### config.mk
export PLATFORM = sky130hd
export DESIGN_NAME = cpu_controller_flat
export DESIGN_NICKNAME = d
export VERILOG_FILES = /design/src/rtl/cpu_ctrl_pkg.sv /design/src/rtl/cpu_ctrl_if.sv /design/src/rtl/cond_check.sv /design/src/rtl/cpu_controller.sv /design/src/flat_wrapper.sv
export SDC_FILE = /design/constraint.sdc
export NUM_CORES = 1
export LEC_CHECK = 0
export CAP_MARGIN = 20
export CORE_MARGIN = 2
export CORE_UTILIZATION = 55
export CTS_BUF_LIST = sky130_fd_sc_hd__clkbuf_4 sky130_fd_sc_hd__clkbuf_8
export DETAILED_ROUTE_END_ITERATION = 12
export DONT_BUFFER_PORTS = 1
export PLACE_DENSITY = 0.82
export SETUP_SLACK_MARGIN = 0.1
export SLEW_MARGIN = 10
export SYNTH_ARGS = -nofsm -noshare
export SYNTH_HDL_FRONTEND = slang
export SYNTH_SLANG_ARGS = --single-unit
### constraint.sdc
create_clock -name clk -period 2.15 [get_ports clk]
set_input_delay 0.5375 -clock clk [delete_from_list [all_inputs] [get_ports clk]]
set_output_delay 0.5375 -clock clk [all_outputs]
set_load 0.05 [all_outputs]
### src/rtl/cpu_ctrl_pkg.sv
// Shared types and constants for the ARM-subset sequencing controller.
// Holds the FSM state type, condition codes, ALU opcodes and decode helpers.
package cpu_ctrl_pkg;

   typedef enum logic [1:0] {
      StFetch = 2'd0,
      StExec  = 2'd1,
      StWb    = 2'd2
   } state_e;

   localparam logic [3:0] CondEq = 4'h0;
   localparam logic [3:0] CondNe = 4'h1;
   localparam logic [3:0] CondCs = 4'h2;
   localparam logic [3:0] CondCc = 4'h3;
   localparam logic [3:0] CondMi = 4'h4;
   localparam logic [3:0] CondPl = 4'h5;
   localparam logic [3:0] CondVs = 4'h6;
   localparam logic [3:0] CondVc = 4'h7;
   localparam logic [3:0] CondHi = 4'h8;
   localparam logic [3:0] CondLs = 4'h9;
   localparam logic [3:0] CondGe = 4'hA;
   localparam logic [3:0] CondLt = 4'hB;
   localparam logic [3:0] CondGt = 4'hC;
   localparam logic [3:0] CondLe = 4'hD;
   localparam logic [3:0] CondAl = 4'hE;
   localparam logic [3:0] CondNv = 4'hF;

   localparam logic [3:0] OpAnd = 4'h0;
   localparam logic [3:0] OpEor = 4'h1;
   localparam logic [3:0] OpSub = 4'h2;
   localparam logic [3:0] OpRsb = 4'h3;
   localparam logic [3:0] OpAdd = 4'h4;
   localparam logic [3:0] OpAdc = 4'h5;
   localparam logic [3:0] OpSbc = 4'h6;
   localparam logic [3:0] OpRsc = 4'h7;
   localparam logic [3:0] OpTst = 4'h8;
   localparam logic [3:0] OpTeq = 4'h9;
   localparam logic [3:0] OpCmp = 4'hA;
   localparam logic [3:0] OpCmn = 4'hB;
   localparam logic [3:0] OpOrr = 4'hC;
   localparam logic [3:0] OpMov = 4'hD;
   localparam logic [3:0] OpBic = 4'hE;
   localparam logic [3:0] OpMvn = 4'hF;

   // Compare ops only update flags; they never write Rd.
   function automatic logic is_compare(input logic [3:0] op);
      return (op == OpTst) || (op == OpTeq) || (op == OpCmp) || (op == OpCmn);
   endfunction

endpackage

### src/rtl/cpu_ctrl_if.sv
// Controller <-> datapath bundle: instruction/flags in, datapath controls out.
// master = controller side, slave = datapath side.
interface cpu_ctrl_if #(
   parameter int unsigned REG_AW = 4
);
   logic [31:0]       instr;
   logic [3:0]        flags;
   logic              waiting;
   logic [REG_AW-1:0] rf_ra;
   logic [REG_AW-1:0] rf_rb;
   logic [REG_AW-1:0] rf_wa;
   logic              rf_we;
   logic [3:0]        alu_op;
   logic              sel_imm;
   logic [11:0]       operand2;
   logic              ld_c;
   logic              ld_status;
   logic              illegal;
   logic [31:0]       retired;

   modport master (
      input  instr, flags,
      output waiting, rf_ra, rf_rb, rf_wa, rf_we, alu_op, sel_imm, operand2,
             ld_c, ld_status, illegal, retired
   );

   modport slave (
      output instr, flags,
      input  waiting, rf_ra, rf_rb, rf_wa, rf_we, alu_op, sel_imm, operand2,
             ld_c, ld_status, illegal, retired
   );
endinterface

### src/rtl/cond_check.sv
// ARM condition-field evaluation against NZCV ({N,Z,C,V}, bit 3 = N).
// Purely combinational; code 1111 is treated as never.
module cond_check
   import cpu_ctrl_pkg::*;
(
   input  logic [3:0] cond,
   input  logic [3:0] flags,
   output logic       pass
);
   logic n, z, c, v;

   assign n = flags[3];
   assign z = flags[2];
   assign c = flags[1];
   assign v = flags[0];

   always_comb begin
      pass = 1'b0;
      unique case (cond)
         CondEq: pass = z;
         CondNe: pass = !z;
         CondCs: pass = c;
         CondCc: pass = !c;
         CondMi: pass = n;
         CondPl: pass = !n;
         CondVs: pass = v;
         CondVc: pass = !v;
         CondHi: pass = c && !z;
         CondLs: pass = !c || z;
         CondGe: pass = (n == v);
         CondLt: pass = (n != v);
         CondGt: pass = !z && (n == v);
         CondLe: pass = z || (n != v);
         CondAl: pass = 1'b1;
         CondNv: pass = 1'b0;
         default: pass = 1'b0;
      endcase
   end
endmodule

### src/rtl/cpu_controller.sv
// Three-cycle FETCH/EXEC/WB sequencer for data-processing instructions.
// Decodes ir, gates side effects on condition/legality, counts retired ops.
module cpu_controller
   import cpu_ctrl_pkg::*;
#(
   parameter int unsigned REG_AW = 4
) (
   input logic        clk,
   input logic        rst_n,
   cpu_ctrl_if.master bus
);
   state_e      state_q, state_d;
   logic [31:0] ir_q;
   logic        pass_q, legal_q, writing_q;
   logic [31:0] retired_q;

   logic pass, legal, writing, sets_flags;

   cond_check u_cond_check (
      .cond  (ir_q[31:28]),
      .flags (bus.flags),
      .pass  (pass)
   );

   assign writing    = !is_compare(ir_q[24:21]);
   assign sets_flags = ir_q[20] || is_compare(ir_q[24:21]);
   // Writing R15 would redirect the PC, which this datapath cannot do.
   assign legal      = (ir_q[27:26] == 2'b00) && !(writing && (ir_q[15:12] == 4'hF));

   assign bus.rf_ra    = REG_AW'(ir_q[19:16]);
   assign bus.rf_rb    = REG_AW'(ir_q[3:0]);
   assign bus.rf_wa    = REG_AW'(ir_q[15:12]);
   assign bus.alu_op   = ir_q[24:21];
   assign bus.sel_imm  = ir_q[25];
   assign bus.operand2 = ir_q[11:0];
   assign bus.retired  = retired_q;

   always_ff @(posedge clk or negedge rst_n) begin
      if (!rst_n) begin
         state_q   <= StFetch;
         ir_q      <= '0;
         pass_q    <= 1'b0;
         legal_q   <= 1'b1;
         writing_q <= 1'b0;
         retired_q <= '0;
      end else begin
         state_q <= state_d;
         if (state_q == StFetch) begin
            ir_q <= bus.instr;
         end
         if (state_q == StExec) begin
            pass_q    <= pass;
            legal_q   <= legal;
            writing_q <= writing;
         end
         if ((state_q == StWb) && pass_q && legal_q) begin
            retired_q <= retired_q + 32'd1;
         end
      end
   end

   always_comb begin
      state_d       = StFetch;
      bus.waiting   = 1'b0;
      bus.ld_c      = 1'b0;
      bus.ld_status = 1'b0;
      bus.rf_we     = 1'b0;
      bus.illegal   = 1'b0;
      unique case (state_q)
         StFetch: begin
            state_d     = StExec;
            bus.waiting = 1'b1;
         end
         StExec: begin
            state_d       = StWb;
            bus.ld_c      = pass && legal;
            bus.ld_status = pass && legal && sets_flags;
         end
         StWb: begin
            state_d     = StFetch;
            bus.rf_we   = pass_q && legal_q && writing_q;
            bus.illegal = !legal_q;
         end
         default: state_d = StFetch;
      endcase
   end
endmodule

### src/flat_wrapper.sv
// flat-port wrapper written by rule: the top's interface ports become plain ports
module cpu_controller_flat import cpu_ctrl_pkg::*;
#(
   parameter int unsigned REG_AW = 4
)
  (clk, rst_n, bus_instr, bus_flags, bus_waiting, bus_rf_ra, bus_rf_rb, bus_rf_wa, bus_rf_we, bus_alu_op, bus_sel_imm, bus_operand2, bus_ld_c, bus_ld_status, bus_illegal, bus_retired);
  cpu_ctrl_if #(.REG_AW(REG_AW)) bus_i ();
  input logic clk;
  input logic rst_n;
  input wire logic [$bits(bus_i.instr)-1:0] bus_instr;
  input wire logic [$bits(bus_i.flags)-1:0] bus_flags;
  output wire logic [$bits(bus_i.waiting)-1:0] bus_waiting;
  output wire logic [$bits(bus_i.rf_ra)-1:0] bus_rf_ra;
  output wire logic [$bits(bus_i.rf_rb)-1:0] bus_rf_rb;
  output wire logic [$bits(bus_i.rf_wa)-1:0] bus_rf_wa;
  output wire logic [$bits(bus_i.rf_we)-1:0] bus_rf_we;
  output wire logic [$bits(bus_i.alu_op)-1:0] bus_alu_op;
  output wire logic [$bits(bus_i.sel_imm)-1:0] bus_sel_imm;
  output wire logic [$bits(bus_i.operand2)-1:0] bus_operand2;
  output wire logic [$bits(bus_i.ld_c)-1:0] bus_ld_c;
  output wire logic [$bits(bus_i.ld_status)-1:0] bus_ld_status;
  output wire logic [$bits(bus_i.illegal)-1:0] bus_illegal;
  output wire logic [$bits(bus_i.retired)-1:0] bus_retired;
  assign bus_i.instr = bus_instr;
  assign bus_i.flags = bus_flags;
  assign bus_waiting = bus_i.waiting;
  assign bus_rf_ra = bus_i.rf_ra;
  assign bus_rf_rb = bus_i.rf_rb;
  assign bus_rf_wa = bus_i.rf_wa;
  assign bus_rf_we = bus_i.rf_we;
  assign bus_alu_op = bus_i.alu_op;
  assign bus_sel_imm = bus_i.sel_imm;
  assign bus_operand2 = bus_i.operand2;
  assign bus_ld_c = bus_i.ld_c;
  assign bus_ld_status = bus_i.ld_status;
  assign bus_illegal = bus_i.illegal;
  assign bus_retired = bus_i.retired;
  cpu_controller #(.REG_AW(REG_AW)) u_core (.clk(clk), .rst_n(rst_n), .bus(bus_i));
endmodule
==> run summary <==
Max Used Layer = met4
CTS HTree Levels = 3
Via count = 2198
Number of synthesized flops with an enable pin = 0
Top-area cell type share of the netlist area = 50.8%
Crit path DAT = 1.92 ns
Post-DR wirelength/cell = 17.4 µm
Num rows = 28
Clock buffer depth = 2
Max frequency = 0.406 GHz
Clk_skew = 0.0121 ns
Final core occ = 65.6%
Share of layout cells above drive strength 1 = 37.5%
Final hold violation count = 68
Setup slack, reg-to-reg = 0.37 ns
Synth warn = 0
Clock sink total = 69
Maxcap violations = 0
Met3 wire length = 620 µm
Max_slew headroom = 40.1%
Power Density = 752 nW/µm²
Via/cell ratio = 5.68
Worst Tran Pin Value = 0.899 ns
Starting Density = 56.6%
Initial antenna violation count = 0
Worst r2r path cells = 5
Unique masters post-synth = 43
Reg clk slew, reported paths = 0.07 ns
FILL cells = 436
Routability congestion estimate = 0.815
Crit Path Class = flop to output pin
First-pass GRT wire length = 10600 µm
Setup slack after layout = -0.310 ns
Crit path required time = 1.61 ns
Hold slack = -0.107 ns
Top_reg_cell synth = dfrtp_1
Synth Area per Inst = 11.9 µm²
Die Y = 82.1 µm
XOR/XNOR Fraction of Synth Area = 8.63%
Post-Syn Instances = 281
Met2 wire length = 3400 µm
Status = finished with violations
Layout area overhead = 15.9%
Largest net degree at the start of global routing = 70
VDD IR max = 557 µV
Cell Area, Synth = 3350 µm²
Synth cell count leaders = dfrtp_1 (68), buf_4 (30), mux2_2 (29)
Port Buffers = 0
GRT Total Usage = 21.1%
Failing checks = hold timing, setup timing
Tmin final = 2.46 ns
Period utilization = 114%
Core footprint = 5920 µm²
RSZ-0062 raised after global routing = yes
Yosys reg bits = 69
Total gr overflow = 0
Antenna diode count = 0
Largest cells by area after synthesis = dfrtp_1 (51%), mux2_2 (9.7%), xnor2_1 (6.8%)
Met1 wire length = 2610 µm
Mux share of post-synthesis cell area = 10.3%
Die Wd = 82.1 µm
Post-Synth Simple-Gate Area = 17.1%
Post-synthesis adder-cell area fraction = 0.373%
Count leader, synth = dfrtp_1
Antenna Nets Post-Route = 0
Syn_nets = 320
Register area share after synthesis = 51.6%
Final net count = 347
Clock latency on the worst-skew pair = 0.34 ns
Type of origin of the critical path = flop
DRC viols = 0
CTS tree = done
Drt first pass iters = 4
CTS root buf = clkbuf_8
CP Capture Type = output pin
CP max FO = 3
Largest family of logic cells by synthesized area = simple AND/OR/NAND/NOR gates
Worst flop-to-flop path startpoint = u_core.legal_q
HPWL Detailed = 4840 µm
IO Count = 104
CTS buffer count = 9
Post-Route WL = 6730 µm
Leak pwr = 0.00174 µW
Post-synth top area cell = dfrtp_1
Die Area = 6730 µm²
Worst hold path type = input port to async pin
Slew Viols, Final = 0
Vias in the first global route = 2229
Post-synthesis compound-gate area fraction = 4.00%
Drt initial violations = 103
Ys async rst share = 100%
Reg2reg end = u_core.bus.retired[6]
Final setup violation count = 2
==> sequential cells by signal (all words and copies together) (netlist names) <==
| name | flops |
|---|---|
| u_core.pass_q | 1 |
| u_core.ir_q | 32 |
| u_core.legal_q | 1 |
| u_core.writing_q | 1 |
| u_core.bus.retired | 32 |
| u_core.state_q | 2 |
==> stage by stage <==
| stage | instances | area (µm²) | total power (µW) | setup WS (ns) | TNS, ns |
|---|---|---|---|---|---|
| finish | 387 | 3880 | 2920 | -0.310 | -0.542 |
| global placement | 368 | 3610 | 1830 | -0.0820 | -0.0977 |
| CTS | 384 | 3850 | 2940 | -0.329 | -0.577 |
| global route | 387 | 3880 | 3050 | -0.379 | -0.697 |
| floorplan | 281 | 3370 | 1780 | -0.185 | -0.331 |
| detailed placement | 368 | 3610 | 1850 | -0.108 | -0.149 |
==> power breakdown <==
| part | switching (µW) | total, µW | internal [µW] |
|---|---|---|---|
| clock | 453 | 1090 | 633 |
| sequential | 134 | 1490 | 1360 |
| combinational | 214 | 342 | 128 |
==> area by class of cell <==
| cell class | instances | area, µm² | area share (%) |
|---|---|---|---|
| timing repair buffer | 51 | 424 | 10.9 |
| inverter | 5 | 18.8 | 0.483 |
| clock inverter | 1 | 30.0 | 0.773 |
| clock buffer | 14 | 174 | 4.48 |
| sequential | 69 | 1730 | 44.5 |
| multi-input combinational | 172 | 1420 | 36.5 |
| tap | 75 | 93.8 | 2.42 |
==> placed cells by master (no fill, tap or decap), types with 7 or more instances in the layout <==
master,count
dfrtp_1,68
buf_4,47
mux2_2,29
xnor2_1,26
nand2_1,20
nand4_1,14
clkbuf_8,11
and2_1,9
and4_1,8
xor2_1,7
o21ai_0,7
nand3_1,7
==> how the worst max path moves through the flow <==
stage | from | cells past startpoint | slack [ns] | to
floorplan | bus_flags[1] | 4 | -0.19 | bus_ld_status
global placement | bus_flags[1] | 5 | -0.08 | bus_ld_status
detailed placement | bus_flags[1] | 5 | -0.11 | bus_ld_status
CTS | u_core.ir_q[30] | 5 | -0.33 | bus_ld_status
global route | u_core.ir_q[30] | 5 | -0.38 | bus_ld_status
finish | u_core.ir_q[30] | 5 | -0.31 | bus_ld_status
==> layer usage <==
layer,up-vias,global-route usage [%]
met5,-,0
met3,12,8.90
li1,1009,-
met1,1072,24.0
met2,105,34.6
met4,0,9.17
==> worst max-delay path: stages, from the launching register on <==
cell and delay (ns):
dfrtp_1 0.41, or3b_4 0.40, o22ai_4 0.19, o2111ai_4 0.15, a211oi_4 0.27, buf_12 0.17
==> cells by family (layout without fill, tap and decap cells) <==
family          Yosys count  in the layout
simple gates             89             89
buf+inv                  40             71
flops                    69             69
xor+xnor                 33             33
fa+ha+maj                 1              1
mux                      31             31
compound gates           18             18
==> timing repair <==
item                                    CTS  global route
endpoints found under the hold margin    68            68
buffers inserted                          1             3
gates resized for setup                   7             2
endpoints found under the setup margin    3             4
pin swaps                                 3             1
Note: power is estimated with default switching activity, not from simulation.
